--- config.mk ---
export PLATFORM = sky130hd
export DESIGN_NAME = lcd_cmd_sequencer
export DESIGN_NICKNAME = d
export VERILOG_FILES = /design/src/rtl/lcd_cmd_sequencer.sv
export SDC_FILE = /design/constraint.sdc
export NUM_CORES = 1
export LEC_CHECK = 0
export BUFFER_PORTS_ARGS = -buffer_cell sky130_fd_sc_hd__buf_2
export CORE_MARGIN = 2
export CORE_UTILIZATION = 54
export CTS_CLUSTER_DIAMETER = 30
export DETAILED_ROUTE_END_ITERATION = 7
export PLACE_DENSITY = 0.75
export SYNTH_ARGS = -nofsm -noshare
export SYNTH_HDL_FRONTEND = slang
export SYNTH_SLANG_ARGS = --single-unit
--- constraint.sdc ---
create_clock -name clk -period 2.8 [get_ports clk]
set_input_delay 0.42 -clock clk [delete_from_list [all_inputs] [get_ports clk]]
set_output_delay 0.42 -clock clk [all_outputs]
set_load 0.02 [all_outputs]
--- src/rtl/lcd_cmd_sequencer.sv ---
// lcd_cmd_sequencer: buffers host opcodes in a FIFO and issues them one at a
// time to the LCD image controller, following its busy/done handshake.
// A command counts as accepted when the controller raises busy the cycle after
// the strobe; otherwise it counts as ignored.
// Optional build macro LCD_SEQ_FILTER_EN: host opcodes 12-15 are handshaken but
// dropped at the FIFO input, and each one counts as ignored.
module lcd_cmd_sequencer #(
  parameter int DEPTH = 16,
  parameter int AW    = 4
) (
  input  logic          clk,
  input  logic          reset,
  input  logic [3:0]    host_cmd,
  input  logic          host_valid,
  output logic          host_ready,
  output logic [3:0]    cmd,
  output logic          cmd_valid,
  input  logic          busy,
  input  logic          done,
  output logic [AW:0]   fifo_level,
  output logic [7:0]    issued_cnt,
  output logic [3:0]    ign_cnt,
  output logic          seq_done
);

  typedef enum logic [2:0] {
    S_IDLE      = 3'd0,
    S_ISSUE     = 3'd1,
    S_CHECK     = 3'd2,
    S_WAIT_IDLE = 3'd3,
    S_FINISH    = 3'd4
  } state_t;

  localparam logic [AW:0]   LEVEL_MAX = (AW+1)'(DEPTH);
  localparam logic [AW:0]   LEVEL_ONE = (AW+1)'(1);
  localparam logic [AW-1:0] PTR_ONE   = AW'(1);

  // Saturating add for the 4-bit ignore counter (up to two events per cycle).
  function automatic logic [3:0] sat_add4(input logic [3:0] a, input logic [1:0] b);
    logic [4:0] sum;
    sum = {1'b0, a} + {3'b000, b};
    return sum[4] ? 4'hF : sum[3:0];
  endfunction

  state_t        state_q, state_d;
  logic [3:0]    mem_q [DEPTH];
  logic [AW-1:0] wr_ptr_q, wr_ptr_d;
  logic [AW-1:0] rd_ptr_q, rd_ptr_d;
  logic [AW:0]   level_q, level_d;
  logic [3:0]    cmd_q, cmd_d;
  logic          cmd_valid_q, cmd_valid_d;
  logic [7:0]    issued_q, issued_d;
  logic [3:0]    ign_q, ign_d;
  logic          seq_done_q, seq_done_d;

  logic          full_s;
  logic          empty_s;
  logic          host_ready_s;
  logic          push_s;
  logic          wr_en_s;
  logic          filt_drop_s;
  logic          pop_s;
  logic          acc_s;
  logic          ign_s;

  assign full_s       = (level_q == LEVEL_MAX);
  assign empty_s      = (level_q == '0);
  assign host_ready_s = !full_s && (state_q != S_FINISH);
  assign push_s       = host_valid && host_ready_s;

`ifdef LCD_SEQ_FILTER_EN
  // Illegal opcodes complete the host handshake but never occupy a FIFO slot.
  assign wr_en_s     = push_s && (host_cmd < 4'd12);
  assign filt_drop_s = push_s && (host_cmd >= 4'd12);
`else
  assign wr_en_s     = push_s;
  assign filt_drop_s = 1'b0;
`endif

  // Next-state logic for the issue FSM and its pop/accept/ignore strobes.
  always_comb begin
    state_d = state_q;
    pop_s   = 1'b0;
    acc_s   = 1'b0;
    ign_s   = 1'b0;
    case (state_q)
      S_IDLE: begin
        if (done) begin
          state_d = S_FINISH;
        end else if (!busy && !empty_s) begin
          pop_s   = 1'b1;
          state_d = S_ISSUE;
        end else begin
          state_d = S_IDLE;
        end
      end
      S_ISSUE: begin
        state_d = S_CHECK;
      end
      S_CHECK: begin
        if (busy) begin
          acc_s   = 1'b1;
          state_d = S_WAIT_IDLE;
        end else begin
          ign_s   = 1'b1;
          state_d = S_IDLE;
        end
      end
      S_WAIT_IDLE: begin
        if (done) begin
          state_d = S_FINISH;
        end else if (!busy) begin
          state_d = S_IDLE;
        end else begin
          state_d = S_WAIT_IDLE;
        end
      end
      S_FINISH: begin
        state_d = S_FINISH;
      end
      default: begin
        state_d = S_IDLE;
      end
    endcase
  end

  // FIFO pointer/level and output register next-state values.
  always_comb begin
    wr_ptr_d    = wr_ptr_q;
    rd_ptr_d    = rd_ptr_q;
    level_d     = level_q;
    cmd_d       = cmd_q;
    cmd_valid_d = pop_s;
    issued_d    = issued_q;
    ign_d       = sat_add4(ign_q, {1'b0, ign_s} + {1'b0, filt_drop_s});
    seq_done_d  = (state_d == S_FINISH);
    if (wr_en_s) begin
      wr_ptr_d = wr_ptr_q + PTR_ONE;
    end else begin
      wr_ptr_d = wr_ptr_q;
    end
    if (pop_s) begin
      rd_ptr_d = rd_ptr_q + PTR_ONE;
      cmd_d    = mem_q[rd_ptr_q];
    end else begin
      rd_ptr_d = rd_ptr_q;
    end
    case ({wr_en_s, pop_s})
      2'b10:   level_d = level_q + LEVEL_ONE;
      2'b01:   level_d = level_q - LEVEL_ONE;
      default: level_d = level_q;
    endcase
    if (acc_s && (issued_q != 8'hFF)) begin
      issued_d = issued_q + 8'd1;
    end else begin
      issued_d = issued_q;
    end
  end

  // FIFO storage; contents become unreachable when the pointers reset.
  always_ff @(posedge clk) begin
    if (wr_en_s) begin
      mem_q[wr_ptr_q] <= host_cmd;
    end
  end

  // State, pointer, counter and output registers with async active-low reset.
  always_ff @(posedge clk or negedge reset) begin
    if (!reset) begin
      state_q     <= S_IDLE;
      wr_ptr_q    <= '0;
      rd_ptr_q    <= '0;
      level_q     <= '0;
      cmd_q       <= 4'd0;
      cmd_valid_q <= 1'b0;
      issued_q    <= 8'd0;
      ign_q       <= 4'd0;
      seq_done_q  <= 1'b0;
    end else begin
      state_q     <= state_d;
      wr_ptr_q    <= wr_ptr_d;
      rd_ptr_q    <= rd_ptr_d;
      level_q     <= level_d;
      cmd_q       <= cmd_d;
      cmd_valid_q <= cmd_valid_d;
      issued_q    <= issued_d;
      ign_q       <= ign_d;
      seq_done_q  <= seq_done_d;
    end
  end

  assign host_ready = host_ready_s;
  assign cmd        = cmd_q;
  assign cmd_valid  = cmd_valid_q;
  assign fifo_level = level_q;
  assign issued_cnt = issued_q;
  assign ign_cnt    = ign_q;
  assign seq_done   = seq_done_q;

endmodule

==> summary.md <==
| Metric | Value |
|---|---|
| Status | `complete, no violations` |
| Hold_ws | `0.1201 ns` |
| Top-count cell post-synth | `edfxtp_1` |
| Post-Syn Area | `0.004333 sq mm` |
| Post-CTS sizing | `0` |
| Post-synth ARST share | `34.69%` |
| DR DRC count | `0` |
| First-pass DRT Iterations | `4` |
| Share of the synthesized area in the top cell type | `44.35%` |
| Number of enable flip-flop cells after synthesis | `64` |
| CP max FO | `10` |
| DIE AREA | `0.008756 sq mm` |
| Starting DRT DRC Count | `93` |
| Fin crit period | `2.662 ns` |
| Clock transition at the registers of the reported paths | `0.09 ns` |
| Detail-routed via count per cell | `5.657` |
| CP Capture Type | `register` |
| Clock sink count | `98` |
| Final Hold Viols | `0` |
| CTS tree | `built` |
| Synth cell count leaders | `edfxtp_1 (64), dfrtp_1 (34), nor2_1 (16), mux4_2 (14), ha_1 (12)` |
| Synth Register Bits | `98` |
| CP arrival | `2.90 ns` |
| Reg2Reg Setup Slack | `0.14 ns` |
| Vias | `2444` |
| Synth top area cells | `edfxtp_1 (44%), dfrtp_1 (20%), mux4_2 (7.3%)` |
| Post-synthesis compound-gate area fraction | `5.458%` |
| LEAKAGE | `1.887 nW` |
| CTS Buffer Depth | `2` |
| R2R depth | `10` |
| Total routed wirelength | `7413 microns` |
| CP Launch Type | `register` |
| N_diodes | `0` |
| Post-synthesis simple-gate area fraction | `9.760%` |
| IO buf count | `32` |
| Dpl hpwl | `5178 microns` |
| Die width | `93.58 microns` |
| Synth Area in Adders | `3.465%` |
| Antenna Nets Post-Route | `0` |
| Number of max-slew violations in the final report | `0` |
| Min-delay worst type | `in2async` |
| Max-Cap Viols | `0` |
| Warnings from Yosys | `0` |
| Routed WL per cell | `17.16 microns` |
| Grt ovf | `0` |
| Reg2Reg Launch Point | `fifo_level[2]` |
| Final period util | `95.07%` |
| Pin count of the biggest net entering global routing | `35` |
| Sequential area share after synthesis | `63.99%` |
| RSZ-0062 raised after global routing | `false` |
| Syn Area/Cell | `15.20 sq um` |
| Slew @ Worst Pin | `0.7545 ns` |
| Setup-failing EPs final | `0` |
| FMAX | `0.3757 GHz` |
| Gr usage total | `18.60%` |
| Largest family of logic cells by synthesized area | `multiplexers` |
| # IOs | `33` |
| Clock skew | `0.007377 ns` |
| Mapped Cells | `285` |
| Syn nets | `306` |
| Std cell rows | `32` |
| Rel. slew slack | `49.70%` |
| Fillcell total | `589` |
| Starting Density | `55.78%` |
| Maximum vdd drop | `0.3125 mV` |
| CP required | `3.04 ns` |
| PD cells | `719.4 mW/mm^2` |
| Synth-to-layout area growth | `12.04%` |
| Multiplexer share of the synthesized area | `11.23%` |
| Nets | `346` |
| Clock Tree Root | `clkbuf_8` |
| Crit path kind | `reg2reg` |
| Vias in the first global route | `2335` |
| Gpl congestion | `0.8281` |
| Share of layout cells above drive strength 1 | `26.67%` |
| Num CTS Buffers | `9` |
| First-pass GRT wire length | `12080 microns` |
| Die H | `93.58 microns` |
| Initial antenna violation count | `0` |
| Post-synthesis xor/xnor area fraction | `3.436%` |
| Number of library cell types mapped by synthesis | `50` |
| Synth area leader | `edfxtp_1` |
| H-tree levels | `3` |
| Clock Latency Late Sink | `0.36 ns` |
| Placeable core area | `0.007767 sq mm` |
| R2r endpoint | `fifo_level[4]` |
| Synth Flop Type | `edfxtp_1` |
| Final Power | `0.003492 W` |
-- layout by cell type (no fill, tap or decap), types with 3 or more instances in the layout --
| cell type | n |
|---|---|
| nand2b_1 | 6 |
| o21ai_0 | 6 |
| nor4_1 | 6 |
| dfrtp_1 | 32 |
| xor2_1 | 11 |
| o22ai_1 | 3 |
| xnor2_1 | 6 |
| nor2_1 | 16 |
| a21oi_1 | 3 |
| buf_2 | 32 |
| ha_1 | 10 |
| edfxtp_1 | 64 |
| mux2i_1 | 4 |
| nor3b_1 | 3 |
| nand2_1 | 11 |
| mux4_2 | 14 |
| nand3_1 | 5 |
| a211oi_1 | 4 |
| mux4_1 | 3 |
| a21o_1 | 5 |
| buf_4 | 13 |
| nand4_1 | 3 |
| clkbuf_8 | 9 |
| nor3_1 | 4 |
| and2_1 | 10 |
| inv_1 | 8 |
-- cell type report --
type,count,area (sq um),share of cell area (%)
inverters,10,40.04,0.8247
multi-input cells,161,1460,30.08
well taps,102,127.6,2.629
repair buffers,45,257.7,5.309
clock buffers,10,127.6,2.629
flip-flops and latches,98,2775,57.16
clock inverters,6,66.31,1.366
-- logic make-up after synthesis --
| kind of cell | after synthesis |
|---|---|
| multiplexers | 25 |
| AO/OA/AOI/OAI | 31 |
| adder cells (fa/ha/maj) | 12 |
| flip-flops | 98 |
| buffers and inverters | 26 |
| AND/OR/NAND/NOR | 76 |
| XOR/XNOR | 17 |
-- report_power, final --
group	total, W	leakage (nW)	switching (W)	internal, W
Combinational	0.000758	0.790	0.000398	0.000359
Clock	0.000896	0.0905	0.000481	0.000415
Sequential	0.00184	1.01	0.000168	0.00167
Total	0.00349	1.89	0.00105	0.00245
-- state kept, by name (all words and copies together) (netlist names) --
register / count
cmd: 4
cmd_valid: 1
fifo_level: 5
ign_cnt: 4
issued_cnt: 8
mem_q: 64
rd_ptr_q: 4
seq_done: 1
state_q: 3
wr_ptr_q: 4
-- worst max path at each step --
stage / depth (start not counted) / start / to
2_1_floorplan: 12 / fifo_level[2] / fifo_level[4]
3_3_place_gp: 10 / fifo_level[3] / fifo_level[4]
3_5_place_dp: 10 / fifo_level[3] / fifo_level[4]
4_1_cts: 10 / fifo_level[3] / fifo_level[4]
5_1_grt: 11 / fifo_level[0] / fifo_level[4]
6_report: 10 / fifo_level[2] / fifo_level[4]
-- repair_timing --
item	CTS	global route
endpoints found under the hold margin	0	0
hold buffers	0	0
setup buffers	0	1
endpoints found under the setup margin	0	1
-- metal layers --
metal | part of all wire [%] | track usage [%] | vias up
met5 | 0 | 0 | -
met4 | 1.6 | 7.246 | 0
met3 | 3.4 | 3.948 | 10
met2 | 46 | 27.64 | 51
met1 | 49 | 27.19 | 1237
li1 | - | - | 1146
-- worst max-delay path, stage by stage, from the launching register on --
cell	delay, ns
dfrtp_2	0.41
or4_4	0.53
o211ai_4	0.21
inv_4	0.09
ha_4	0.20
xor2_1	0.15
ha_2	0.19
o211a_1	0.22
or4_1	0.39
nand3_1	0.10
nor3b_1	0.05
-- through the flow --
step | worst slack [ns] | TNS [ns] | std cells | utilization [%] | instance area [sq um]
finish | 0.1380 | 0 | 432 | 62.50 | 4855
global route | 0.01706 | 0 | 432 | 62.50 | 4855
CTS | 0.1060 | 0 | 431 | 62.40 | 4847
detailed placement | 0.1201 | 0 | 415 | 59.91 | 4653
global placement | 0.1820 | 0 | 415 | 59.91 | 4653
floorplan | -0.1705 | -0.1705 | 285 | - | 4373
Note: power is estimated with default switching activity, not from simulation.
